**src/rtl/conv_frame_ctrl_if.sv**
```systemverilog
// Pixel stream bundle for conv_frame_ctrl: upstream valid/ready input and tagged result output.
// The slave modport is the controller; the master modport is its environment.
interface conv_frame_ctrl_if #(
  parameter int unsigned WORD_SIZE = 8,
  parameter int unsigned ROW_SIZE  = 540,
  parameter int unsigned COL_SIZE  = 480
);
  localparam int unsigned ROW_W = $clog2(COL_SIZE);
  localparam int unsigned COL_W = $clog2(ROW_SIZE);

  logic                 in_valid;
  logic [WORD_SIZE-1:0] in_pixel;
  logic                 in_ready;
  logic                 out_valid;
  logic [WORD_SIZE-1:0] out_pixel;
  logic [ROW_W-1:0]     out_row;
  logic [COL_W-1:0]     out_col;

  modport master (
    output in_valid, in_pixel,
    input  in_ready, out_valid, out_pixel, out_row, out_col
  );

  modport slave (
    input  in_valid, in_pixel,
    output in_ready, out_valid, out_pixel, out_row, out_col
  );
endinterface

```
**src/rtl/conv_frame_ctrl.sv**
```systemverilog
// Frame sequencer for the streaming 3x3 Laplacian datapath: clears it, feeds pixels,
// drains it with zeros, re-times its valid and tags each result with row/column.
module conv_frame_ctrl #(
  parameter int unsigned WORD_SIZE = 8,
  parameter int unsigned ROW_SIZE  = 540,
  parameter int unsigned COL_SIZE  = 480,
  parameter int unsigned VALID_LAT = 3,
  parameter int unsigned FLUSH_MAX = 16
) (
  input  logic                 clk,
  input  logic                 rst,
  input  logic                 start,
  conv_frame_ctrl_if.slave     bus,
  output logic                 conv_rst,
  output logic [WORD_SIZE-1:0] conv_pixel,
  input  logic [WORD_SIZE-1:0] conv_out_pixel,
  input  logic [1:0]           conv_valid,
  output logic                 busy,
  output logic                 frame_done,
  output logic                 err_underrun,
  output logic                 err_timeout
);

  localparam int unsigned IN_TOTAL  = ROW_SIZE * COL_SIZE;
  localparam int unsigned OUT_COLS  = ROW_SIZE - 2;
  localparam int unsigned OUT_TOTAL = OUT_COLS * (COL_SIZE - 2);
  localparam int unsigned IN_CNT_W  = $clog2(IN_TOTAL + 1);
  localparam int unsigned OUT_CNT_W = $clog2(OUT_TOTAL + 1);
  localparam int unsigned FL_W      = $clog2(FLUSH_MAX + 1);
  localparam int unsigned ROW_W     = $clog2(COL_SIZE);
  localparam int unsigned COL_W     = $clog2(ROW_SIZE);

  typedef enum logic [1:0] {IDLE, CLEAR, STREAM, FLUSH} state_t;

  state_t               state_q, state_d;
  logic [IN_CNT_W-1:0]  in_cnt_q, in_cnt_d;
  logic [OUT_CNT_W-1:0] out_cnt_q, out_cnt_d;
  logic [FL_W-1:0]      flush_cnt_q, flush_cnt_d;
  logic [ROW_W-1:0]     row_q, row_d;
  logic [COL_W-1:0]     col_q, col_d;
  logic [VALID_LAT-1:0] vsr_q, vsr_d;
  logic                 done_q, done_d;
  logic                 err_u_q, err_u_d;
  logic                 err_t_q, err_t_d;
  logic                 out_valid_c;
  logic                 last_out_c;

  // Only bit 0 of the datapath valid carries meaning.
  logic unused_conv_valid;
  assign unused_conv_valid = conv_valid[1];

  always_ff @(posedge clk) begin
    if (rst) begin
      state_q     <= IDLE;
      in_cnt_q    <= '0;
      out_cnt_q   <= '0;
      flush_cnt_q <= '0;
      row_q       <= '0;
      col_q       <= '0;
      vsr_q       <= '0;
      done_q      <= 1'b0;
      err_u_q     <= 1'b0;
      err_t_q     <= 1'b0;
    end else begin
      state_q     <= state_d;
      in_cnt_q    <= in_cnt_d;
      out_cnt_q   <= out_cnt_d;
      flush_cnt_q <= flush_cnt_d;
      row_q       <= row_d;
      col_q       <= col_d;
      vsr_q       <= vsr_d;
      done_q      <= done_d;
      err_u_q     <= err_u_d;
      err_t_q     <= err_t_d;
    end
  end

  always_comb begin
    state_d     = state_q;
    in_cnt_d    = in_cnt_q;
    out_cnt_d   = out_cnt_q;
    flush_cnt_d = flush_cnt_q;
    row_d       = row_q;
    col_d       = col_q;
    vsr_d       = (vsr_q << 1) | VALID_LAT'(conv_valid[0]);
    done_d      = 1'b0;
    err_u_d     = err_u_q;
    err_t_d     = err_t_q;

    out_valid_c = vsr_q[VALID_LAT-1] && ((state_q == STREAM) || (state_q == FLUSH)) &&
                  (out_cnt_q < OUT_CNT_W'(OUT_TOTAL));
    last_out_c  = out_valid_c && (out_cnt_q == OUT_CNT_W'(OUT_TOTAL - 1));

    // Raster-order coordinate tracking of accepted results.
    if (out_valid_c) begin
      out_cnt_d = out_cnt_q + 1'b1;
      if (col_q == COL_W'(OUT_COLS - 1)) begin
        col_d = '0;
        row_d = row_q + 1'b1;
      end else begin
        col_d = col_q + 1'b1;
      end
    end

    unique case (state_q)
      IDLE: begin
        if (start) begin
          state_d = CLEAR;
          err_u_d = 1'b0;
          err_t_d = 1'b0;
        end
      end
      CLEAR: begin
        state_d     = STREAM;
        vsr_d       = '0;
        in_cnt_d    = '0;
        out_cnt_d   = '0;
        flush_cnt_d = '0;
        row_d       = '0;
        col_d       = '0;
      end
      STREAM: begin
        // The datapath cannot stall, so a missing pixel kills the frame.
        if (!bus.in_valid) begin
          err_u_d = 1'b1;
          done_d  = 1'b1;
          state_d = IDLE;
        end else begin
          in_cnt_d = in_cnt_q + 1'b1;
          if (in_cnt_q == IN_CNT_W'(IN_TOTAL - 1)) begin
            state_d = FLUSH;
          end
        end
      end
      FLUSH: begin
        flush_cnt_d = flush_cnt_q + 1'b1;
        if ((out_cnt_q == OUT_CNT_W'(OUT_TOTAL)) || last_out_c) begin
          done_d  = 1'b1;
          state_d = IDLE;
        end else if (flush_cnt_d == FL_W'(FLUSH_MAX)) begin
          err_t_d = 1'b1;
          done_d  = 1'b1;
          state_d = IDLE;
        end
      end
      default: state_d = IDLE;
    endcase
  end

  assign conv_rst      = rst || (state_q == CLEAR);
  assign conv_pixel    = (state_q == STREAM) ? bus.in_pixel : '0;
  assign bus.in_ready  = (state_q == STREAM);
  assign bus.out_valid = out_valid_c;
  assign bus.out_pixel = out_valid_c ? conv_out_pixel : '0;
  assign bus.out_row   = row_q;
  assign bus.out_col   = col_q;
  assign busy          = (state_q != IDLE);
  assign frame_done    = done_q;
  assign err_underrun  = err_u_q;
  assign err_timeout   = err_t_q;

endmodule

```
**src/flat_wrapper.sv**
```systemverilog
// flat-port wrapper written by rule: the top's interface ports become plain ports
module conv_frame_ctrl_flat 
#(
  parameter int unsigned WORD_SIZE = 8,
  parameter int unsigned ROW_SIZE  = 540,
  parameter int unsigned COL_SIZE  = 480,
  parameter int unsigned VALID_LAT = 3,
  parameter int unsigned FLUSH_MAX = 16
)
  (clk, rst, start, conv_rst, conv_pixel, conv_out_pixel, conv_valid, busy, frame_done, err_underrun, err_timeout, bus_in_valid, bus_in_pixel, bus_in_ready, bus_out_valid, bus_out_pixel, bus_out_row, bus_out_col);
  conv_frame_ctrl_if #(.WORD_SIZE(WORD_SIZE), .ROW_SIZE(ROW_SIZE), .COL_SIZE(COL_SIZE)) bus_i ();
  input  logic clk;
  input  logic rst;
  input  logic start;
  output logic conv_rst;
  output logic [WORD_SIZE-1:0] conv_pixel;
  input  logic [WORD_SIZE-1:0] conv_out_pixel;
  input  logic [1:0] conv_valid;
  output logic busy;
  output logic frame_done;
  output logic err_underrun;
  output logic err_timeout;
  input wire logic [$bits(bus_i.in_valid)-1:0] bus_in_valid;
  input wire logic [$bits(bus_i.in_pixel)-1:0] bus_in_pixel;
  output wire logic [$bits(bus_i.in_ready)-1:0] bus_in_ready;
  output wire logic [$bits(bus_i.out_valid)-1:0] bus_out_valid;
  output wire logic [$bits(bus_i.out_pixel)-1:0] bus_out_pixel;
  output wire logic [$bits(bus_i.out_row)-1:0] bus_out_row;
  output wire logic [$bits(bus_i.out_col)-1:0] bus_out_col;
  assign bus_i.in_valid = bus_in_valid;
  assign bus_i.in_pixel = bus_in_pixel;
  assign bus_in_ready = bus_i.in_ready;
  assign bus_out_valid = bus_i.out_valid;
  assign bus_out_pixel = bus_i.out_pixel;
  assign bus_out_row = bus_i.out_row;
  assign bus_out_col = bus_i.out_col;
  conv_frame_ctrl #(.WORD_SIZE(WORD_SIZE), .ROW_SIZE(ROW_SIZE), .COL_SIZE(COL_SIZE), .VALID_LAT(VALID_LAT), .FLUSH_MAX(FLUSH_MAX)) u_core (.clk(clk), .rst(rst), .start(start), .bus(bus_i), .conv_rst(conv_rst), .conv_pixel(conv_pixel), .conv_out_pixel(conv_out_pixel), .conv_valid(conv_valid), .busy(busy), .frame_done(frame_done), .err_underrun(err_underrun), .err_timeout(err_timeout));
endmodule
```
**config.mk**
```make
export PLATFORM = sky130hd
export DESIGN_NAME = conv_frame_ctrl_flat
export DESIGN_NICKNAME = d
export VERILOG_FILES = /design/src/rtl/conv_frame_ctrl_if.sv /design/src/rtl/conv_frame_ctrl.sv /design/src/flat_wrapper.sv
export SDC_FILE = /design/constraint.sdc
export NUM_CORES = 1
export LEC_CHECK = 0
export ABC_AREA = 1
export CAP_MARGIN = 20
export CORE_MARGIN = 3
export CORE_UTILIZATION = 54
export DETAILED_ROUTE_END_ITERATION = 8
export HOLD_SLACK_MARGIN = 0.08
export PLACE_DENSITY = 0.86
export RECOVER_POWER = 25
export SLEW_MARGIN = 20
export SYNTH_ARGS = -nofsm -noshare
export SYNTH_HDL_FRONTEND = slang
export SYNTH_SLANG_ARGS = --single-unit
```
**constraint.sdc**
```tcl
create_clock -name clk -period 1.9 [get_ports clk]
set_clock_uncertainty 0.1 [all_clocks]
set_input_delay 0.38 -clock clk [delete_from_list [all_inputs] [get_ports clk]]
set_output_delay 0.38 -clock clk [all_outputs]
set_load 0.03 [all_outputs]
```
# Word level (Yosys, flattened, before mapping)
# Index checks and enable logic that the tools add are counted.
dict set report classes {
  addsub 5
  n_lt_le_gt_ge 1
  eq_ne 15
  mux 22
  bitwise_logic 1
  n_reduce_logical 18
}
# cell n
set ops {}
lappend ops {{18-bit equality test, second input constant} 3}
lappend ops {{18-bit by 1-bit adder with 18-bit output, second input constant} 2}
lappend ops {{18-bit one-hot mux with 2 select lines} 1}
lappend ops {{18-bit less-than comparator, second input constant} 1}
lappend ops {{18-bit 2-to-1 mux} 1}
lappend ops {{8-bit 2-to-1 mux} 2}
lappend ops {{10-bit by 1-bit adder with 10-bit output, second input constant} 1}
lappend ops {{10-bit equality test, second input constant} 1}
lappend ops {{10-bit 2-to-1 mux} 1}
lappend ops {{2-bit 2-to-1 mux} 5}
lappend ops {{2-bit != test, second input constant} 5}
lappend ops {{5-bit one-hot mux with 2 select lines} 1}
lappend ops {{2-bit nonzero test} 5}
lappend ops {{9-bit by 1-bit adder with 9-bit output, second input constant} 1}
lappend ops {{2-bit one-hot mux with 4 select lines} 1}
lappend ops {{1-bit 2-to-1 mux} 7}
lappend ops {{1-bit one-hot mux with 2 select lines} 3}
lappend ops {{3-bit AND reduction} 2}
lappend ops {{5-bit by 1-bit adder with 5-bit output, second input constant} 1}
lappend ops {{5-bit equality test, second input constant} 1}
lappend ops {{2-bit equality test, second input constant} 2}
lappend ops {{2-bit AND reduction} 2}
lappend ops {{4-bit AND reduction} 1}
lappend ops {{1-bit logical AND} 3}
lappend ops {{other kinds (7)} 9}
dict set report word_totals {
  reg_bits 68
  in_bits 22
  output_inout_bits 42
  elab_cells 72
}

# Logic depth before layout (Yosys ltp)
# Gate-level depths: netlist of the first run.
dict set report logic_depth {
  depth_word 8
  depth_mapped 11
  ltp_nobuf 11
}

# Worst setup path before layout of the first run
# OpenSTA, ideal clock, no wires.
dict set report synth_timing {
  path_kind {reg-to-output}
  start {reg u_core.out_cnt_q[4]}
  end {out bus_out_pixel[0]}
  arrival_ns 1.584
  t_required_ns 1.420
  setup_slack_ns -0.164
  path_stages_with_launch 10
  n_path_buf 2
  path_cell_list {dfxtp_1 nor2_1 nand3_1 nand2_1 nand2_2 nand2_4 nand2_2 buf_6 buf_4 nor2_1}
}
dict set report synth_between {
  elab_chain_cells 3
}
# item line_no
set synth_rtl {}
lappend synth_rtl {{start, declared} conv_frame_ctrl.sv:37} ;# logic [OUT_CNT_W-1:0] out_cnt_q, out_cnt_d;
lappend synth_rtl {{start signal, assigned} conv_frame_ctrl.sv:67} ;# out_cnt_q <= out_cnt_d;
lappend synth_rtl {{18-bit less-than comparator} conv_frame_ctrl.sv:91} ;# (out_cnt_q < OUT_CNT_W'(OUT_TOTAL));
lappend synth_rtl {{1-bit logical AND} conv_frame_ctrl.sv:90} ;# out_valid_c = vsr_q[VALID_LAT-1] && ((state_q == STREAM) || (state_q == FLUSH)) &&
lappend synth_rtl {{8-bit 2-to-1 mux} conv_frame_ctrl.sv:154} ;# assign bus.out_pixel = out_valid_c ? conv_out_pixel : '0;
lappend synth_rtl {{end, declared} flat_wrapper.sv:27} ;# output wire logic [$bits(bus_i.out_pixel)-1:0] bus_out_pixel;
# Every way passes these cells.

# Worst setup path after layout of the first run
dict set report layout_timing {
  start {reg u_core.out_cnt_q[3]}
  end {out bus_out_pixel[4]}
}
# The elaborated chain is that of the path after synthesis.

==> results of run 1 <==
## worst paths after layout
check                                          from           endpoint  cells after the start
worst max register to register    u_core.state_q[1]  u_core.state_q[0]                     11
worst min register to register      u_core.vsr_q[1]    u_core.vsr_q[2]                      2
worst min-delay path                u_core.vsr_q[1]    u_core.vsr_q[2]                      2
worst max-delay path            u_core.out_cnt_q[3]   bus_out_pixel[4]                      9
## synth_stat cells, types with 2 or more instances
cell type and count:
nand2_1 155, nor2_1 83, inv_1 78, dfxtp_1 68, a21oi_1 57, nand3_1 35
o21ai_0 28, nand4_1 18, xor2_1 14, nor3_1 8, ha_1 7, buf_2 6
a211oi_1 4, nand2_2 4, xnor2_1 4, buf_4 3, buf_6 3, nand3b_1 3
nor2_2 3, clkbuf_1 2, clkinv_1 2, or2_2 2
## worst max-delay path, cell delays in order, from the launching register on
cell	delay, ps
dfxtp_1	320
nand2_1	160
nand3_2	120
nand2_2	120
nand2_4	60
nand2_4	80
nand2_4	80
buf_12	160
nor2_4	80
buf_6	130
## cells by family (layout without fill, tap and decap cells)
| group | count (synthesis) | count (layout) | share of synthesized area [%] |
|---|---|---|---|
| simple gates | 316 | 316 | 34.7 |
| compound gates | 95 | 95 | 13.4 |
| buf+inv | 95 | 205 | 10.3 |
| flops | 68 | 68 | 35.2 |
| xor+xnor | 18 | 18 | 4.08 |
| fa+ha+maj | 7 | 7 | 2.27 |
## repair_timing
item                       in CTS  in global routing
resized for setup              51                 42
setup buffers                   7                  2
cloned                          1                  2
setup endpoints to repair      34                 60
pin swaps                       5                  9
## per-stage QoR
| step | worst slack [ps] | cells | setup TNS [ps] | hold WS, ps | power, uW |
|---|---|---|---|---|---|
| 6_report | -228 | 805 | -2890 | 314 | 4150 |
| 5_1_grt | -283 | 805 | -6590 | 355 | 4340 |
| 4_1_cts | -188 | 802 | -1550 | 316 | 4090 |
| 3_5_place_dp | 28.0 | 778 | 0 | 304 | 2730 |
| 3_3_place_gp | 37.2 | 778 | 0 | 301 | 2710 |
| 2_1_floorplan | -60.1 | 599 | -832 | 294 | 2240 |
## flip-flops by register name, indices dropped and copies added (netlist names)
name                 flops
u_core.vsr_q             3
u_core.bus.out_row       9
u_core.bus.out_col      10
u_core.out_cnt_q        18
u_core.flush_cnt_q       5
u_core.err_underrun      1
u_core.state_q           2
u_core.in_cnt_q         18
u_core.frame_done        1
u_core.err_timeout       1
## final cells by class
| cell class | count | area, um2 | share of cell area, % |
|---|---|---|---|
| timing repair buffer | 108 | 1020 | 19.2 |
| inverter | 81 | 317 | 5.97 |
| sequential | 68 | 1370 | 25.9 |
| clock buffer | 10 | 128 | 2.41 |
| multi-input combinational | 436 | 2260 | 42.6 |
| clock inverter | 6 | 88.8 | 1.68 |
| tap | 96 | 120 | 2.27 |
## power groups by stage
stage	clock, uW	sequential (uW)	combinational, uW
6_report	1310	1530	1320
5_1_grt	1380	1530	1430
4_1_cts	1320	1530	1240
3_5_place_dp	0	1560	1180
3_3_place_gp	0	1550	1160
2_1_floorplan	0	1570	664
## layer usage
| metal | GRT usage, % | vias to the layer above | wire, um |
|---|---|---|---|
| met5 | 0 | - | 0 |
| met4 | 9.69 | 0 | 291 |
| met3 | 5.08 | 34 | 666 |
| met2 | 45.8 | 183 | 5880 |
| met1 | 29.2 | 1999 | 4340 |
| li1 | - | 2126 | - |
==> reports/metrics.csv, run 1 <==
stage;metric;value;unit
clock_network;htreeDepth;3;
placed_design;globalplace.congestion;0.921;
power_and_ir_drop;p_comb_share;31.7;%
logic_synthesis;yosysUniqueCellTypes;34;
worst_setup_path;critPathMaxFanout;5;
global_route;grt_max_degree;28;
power_and_ir_drop;p_seq_share;36.9;%
timing;fmax;0.470;GHz
placed_design;hpwlAfterDp;7.14;mm
power_and_ir_drop;p_int;2700;uW
final_layout;finalInstanceArea;0.00530;mm2
final_layout;nets;733;
global_route;overflow;0;
logic_synthesis;synthFlopType;dfxtp_1;
worst_hold_path;hold_path.class;reg -> reg;
timing;finalCritPeriodShare;112;%
routing;drt_iter0_drc;371;
worst_setup_path;crit_path_start_kind;register;
status;failed_checks;setup timing;
logic_synthesis;syn_inst;599;
floorplanning;die_w;90.6;um
final_layout;final_common_cell;nand2_1;
clock_network;clock_latency;340;ps
floorplanning;dieHeight;90.6;um
clock_network;cts_buffers;9;
logic_synthesis;ys_warn_count;0;
clock_network;numClockSinks;68;
worst_setup_path;cp-end-kind;primary output;
logic_synthesis;synth-edff-count;0;
final_layout;layout-area-overhead-vs-synth;37.2;%
routing;avgRoutedWirePerCell;13.9;um
power_and_ir_drop;swShare;34.9;%
clock_network;hold_buffers;0;
logic_synthesis;syn_area_per_cell;6.45;um2
worst_setup_path;r2r_slack;-30;ps
routing;antenna_left;0;
routing;num_vias;4342;
final_layout;n_antenna_cell;0;
logic_synthesis;synth-seq-cells;68;
timing;relSlewSlack;75.4;%
global_route;grt_pass1_vias;4046;
routing;firstDrtPassIters;5;
floorplanning;start_util;56.2;%
final_layout;layout-drive-gt1-share;18.1;%
power_and_ir_drop;p_sw;1450;uW
clock_network;cts_tree;done;
floorplanning;ios;64;
power_and_ir_drop;leakage;0.00228;uW
routing;routed_via_density;5.39;
run;cap_violations;0;
placed_design;placed_area;0.00478;mm2
status;outcome;complete, but fails checks;
clock_network;cts_max_path_buffers;2;
routing;drt-total-wl;11.2;mm
final_layout;fin_util;77.2;%
worst_setup_path;worstPathArrival;1650;ps
timing;hold_violations;0;
timing;timing.final.max_slew_violations;0;
timing;setup-violations-final;19;
final_layout;num-fill-cells;461;
worst_setup_path;worstPathRequired;1420;ps
placed_design;port_buffers;62;
logic_synthesis;synth_top_area_share;35.2;%
floorplanning;core;0.00687;mm2
timing;tightest_slew;371;ps
worst_setup_path;setup.worst_path.class;reg -> out;
clock_network;clk_transition_reported_paths;80;ps
global_route;grt_pass1_wl;17.6;mm
timing;rsz0062_at_grt;true;
global_route;antenna_found_initial;0;
global_route;grt_usage;25.3;%
final_layout;final_cell_mix;nand2_1, inv_1, nor2_1;
power_and_ir_drop;power_frac_clock;31.5;%
power_and_ir_drop;cellPowerDensity;783;mW/mm2
timing;finalWorstSetupSlack;-228;ps
routing;post-route-drc-count;0;
logic_synthesis;synth_area_leaders;dfxtp_1, nand2_1, nor2_1, inv_1, a21oi_1;
timing;min_period;2130;ps
floorplanning;dieArea;0.00821;mm2
power_and_ir_drop;ir_drop;0.791;mV
logic_synthesis;ys_seq_area_share;35.2;%
clock_network;clock-root-buffer;clkbuf_8;
logic_synthesis;netlist_area;0.00386;mm2
logic_synthesis;async_flop_share;0;%
logic_synthesis;synth_nets;628;
floorplanning;fp-row-count;30;
logic_synthesis;synth_top_area_cell;dfxtp_1;
Note: power is estimated with default switching activity, not from simulation.
==> inputs of run 2 (changes only) <==
--- a/config.mk
+++ b/config.mk
@@ -5,13 +5,12 @@
 export SDC_FILE = /design/constraint.sdc
 export NUM_CORES = 1
 export LEC_CHECK = 0
-export ABC_AREA = 1
 export CAP_MARGIN = 20
 export CORE_MARGIN = 3
-export CORE_UTILIZATION = 54
+export CORE_UTILIZATION = 53
 export DETAILED_ROUTE_END_ITERATION = 8
 export HOLD_SLACK_MARGIN = 0.08
-export PLACE_DENSITY = 0.86
+export PLACE_DENSITY = 0.85
 export RECOVER_POWER = 25
 export SLEW_MARGIN = 20
 export SYNTH_ARGS = -nofsm -noshare
==> run 2 against run 1 <==
The flow still finishes with violations (setup timing). Sequential power fell by 4%. Clock power decreased by 13%. Global-route usage increased by 0.31 points. Maximum frequency decreased by 3.9%. Utilization fell by 2.0 points. Critical endpoint is now bus_out_pixel[1].
==> reports/metrics.csv, run 2 <==
stage;metric;value;unit
status;outcome;complete, but fails checks;
status;failed_checks;setup timing;
final_layout;layout-area-overhead-vs-synth;36.0;%
run;cap_violations;0;
routing;antenna_left;0;
routing;drt_iter0_drc;257;
floorplanning;ios;64;
final_layout;nets;565;
placed_design;hpwlAfterDp;6.62;mm
worst_setup_path;crit_path_start_kind;register;
timing;timing.final.max_slew_violations;0;
routing;num_vias;3705;
timing;hold_violations;0;
global_route;grtUsageMet3;6.68;%
global_route;grt_usage;25.6;%
routing;post-route-drc-count;0;
worst_setup_path;cp_num_buf_inv;3;
logic_synthesis;synthFlopType;dfxtp_1;
logic_synthesis;ys_warn_count;0;
worst_setup_path;r2r_slack;-240;ps
placed_design;port_buffers;62;
global_route;grt_pass1_wl;15.6;mm
logic_synthesis;synth_nets;458;
logic_synthesis;yosysUniqueCellTypes;55;
worst_setup_path;worstPathArrival;1730;ps
logic_synthesis;async_flop_share;0;%
global_route;met2_usage;46.2;%
clock_network;numClockSinks;68;
logic_synthesis;synth-seq-cells;68;
clock_network;cts_max_path_buffers;2;
logic_synthesis;synth_top_area_share;38.4;%
timing;finalSetupTns;-8360;ps
logic_synthesis;ys_seq_area_share;38.4;%
global_route;grt_max_degree;49;
clock_network;hold_buffers;0;
logic_synthesis;netlist_top_cells_count;dfxtp_1, nor2_1, nand2_1;
floorplanning;core;0.00642;mm2
worst_hold_path;hold_path.class;reg -> reg;
global_route;grt_busiest_layer;met2;
timing;finalCritPeriodShare;117;%
global_route;grt.met1_usage;28.2;%
clock_network;clock_latency;360;ps
floorplanning;fp-row-count;29;
logic_synthesis;syn_inst;429;
power_and_ir_drop;ir_drop;0.490;mV
power_and_ir_drop;leakage;0.00186;uW
floorplanning;dieArea;0.00771;mm2
routing;routed_via_density;6.02;
clock_network;clk_transition_reported_paths;60;ps
worst_setup_path;reg2reg_to;u_core.bus.out_row[4];
worst_setup_path;cp-end-kind;primary output;
global_route;antenna_found_initial;0;
worst_hold_path;hp-start;u_core.vsr_q[0];
timing;min_period;2210;ps
final_layout;final_common_cell;dfxtp_1;
routing;drt-total-wl;10.1;mm
floorplanning;die_w;87.8;um
final_layout;layout-drive-gt1-share;25.1;%
clock_network;clock-root-buffer;clkbuf_8;
worst_setup_path;worstPathRequired;1420;ps
timing;setup-violations-final;58;
logic_synthesis;synth_area_leaders;dfxtp_1, a21oi_1, nor2_1, and2_1, nand3_1;
logic_synthesis;syn_area_per_cell;8.27;um2
global_route;overflow;0;
power_and_ir_drop;cellPowerDensity;668;mW/mm2
floorplanning;dieHeight;87.8;um
final_layout;final_cell_mix;dfxtp_1, buf_4, nor2_1;
worst_setup_path;setup.worst_path.class;reg -> out;
logic_synthesis;synth.most_common_cell;dfxtp_1;
timing;fmax;0.452;GHz
logic_synthesis;synth_top_area_cell;dfxtp_1;
routing;avgRoutedWirePerCell;16.4;um
logic_synthesis;netlist_area;0.00355;mm2
final_layout;n_antenna_cell;0;
placed_design;placedCellCount;595;
worst_setup_path;crit_family;buffers and inverters;
final_layout;final_cells;615;
timing;finalWorstSetupSlack;-314;ps
routing;firstDrtPassIters;5;
floorplanning;start_util;55.2;%
global_route;grt_pass1_vias;3533;
timing;rsz0062_at_grt;true;
worst_setup_path;cp_cell_sequence;nand4b_1 -> a211oi_2 -> buf_4 -> a2bb2oi_4 -> inv_4 -> and2_4 -> buf_6;
timing;relSlewSlack;54.4;%
worst_setup_path;critPathMaxFanout;10;
timing;tightest_slew;684;ps
clock_network;htreeDepth;3;
placed_design;globalplace.congestion;0.867;
worst_setup_path;slowest_delay;310;ps
worst_hold_path;worstHoldEndpoint;u_core.vsr_q[1];
worst_setup_path;ff2ff_path_depth;7;
clock_network;cts_tree;done;
logic_synthesis;synth-edff-count;0;
clock_network;cts_buffers;9;
worst_setup_path;rr_startpoint;u_core.out_cnt_q[3];
worst_hold_path;min_path_cells;1;
worst_setup_path;critical_path.slowest_cell;dfxtp_1;
[run 2: through the flow]
stage	area, um2	util, %	setup slack [ps]	total power (uW)	hold WS [ps]
floorplan	3600	-	-93.2	1810	306
global placement	4540	70.7	-414	2020	315
detailed placement	4540	70.7	-468	2040	317
CTS	4760	74.1	-305	3200	328
global route	4820	75.1	-424	3350	371
finish	4820	75.1	-314	3220	347
[run 2: logic make-up after synthesis]
logic type                 Yosys count  synth area share (%)
DFF                                 68                  38.4
buffers and inverters               36                  5.22
adders and majority gates            7                  2.47
AOI/OAI and AO/OA                   98                  18.2
muxes                                3                 0.952
xor gates and xnor gates            16                  3.95
and+or+nand+nor                    201                  30.8
[run 2: layout make-up]
class	instances	area, um2
multi-input combinational	327	2120
fill	455	1600
sequential	68	1380
timing repair buffer	117	1010
clock buffer	10	138
tap	77	96.3
inverter	13	51.3
clock inverter	3	40.0
[run 2: worst max-delay path by stage]
stage	start	endpoint	slack, ps	cells past startpoint
after global routing	u_core.out_cnt_q[12]	bus_out_pixel[1]	-420	7
after CTS	u_core.out_cnt_q[12]	bus_out_pixel[5]	-310	7
after floorplan	u_core.out_cnt_q[2]	bus_out_pixel[0]	-90	8
after global placement	u_core.out_cnt_q[8]	bus_out_pixel[1]	-410	7
after detailed placement	u_core.out_cnt_q[8]	bus_out_pixel[4]	-470	7
final	u_core.out_cnt_q[12]	bus_out_pixel[1]	-310	7
[run 2: timing repair]
item / 4_1_cts / 5_1_grt
buffers inserted: 2 / 3
pin swaps: 0 / 1
cloned: 2 / 1
setup endpoints to repair: 66 / 56
resized for setup: 100 / 22
[run 2: where the power goes]
group	leakage, uW	total, uW	switching [uW]	internal (uW)
Clock	0.0000939	1140	524	615
Combinational	0.00121	614	357	257
Sequential	0.000555	1470	20.3	1450
[run 2: per-layer routing]
layer,up-vias,routed length [um]
met5,-,0
met4,0,230
met3,25,561
met2,142,5270
met1,1763,4050
li1,1775,-
[run 2: worst register-to-register path: stages (launching register included)]
cell and delay, ps:
dfxtp_2 330, a211oi_2 240, a211oi_2 100, buf_4 160, a2bb2oi_4 170, buf_4 280
or4_1 560, a21oi_1 150
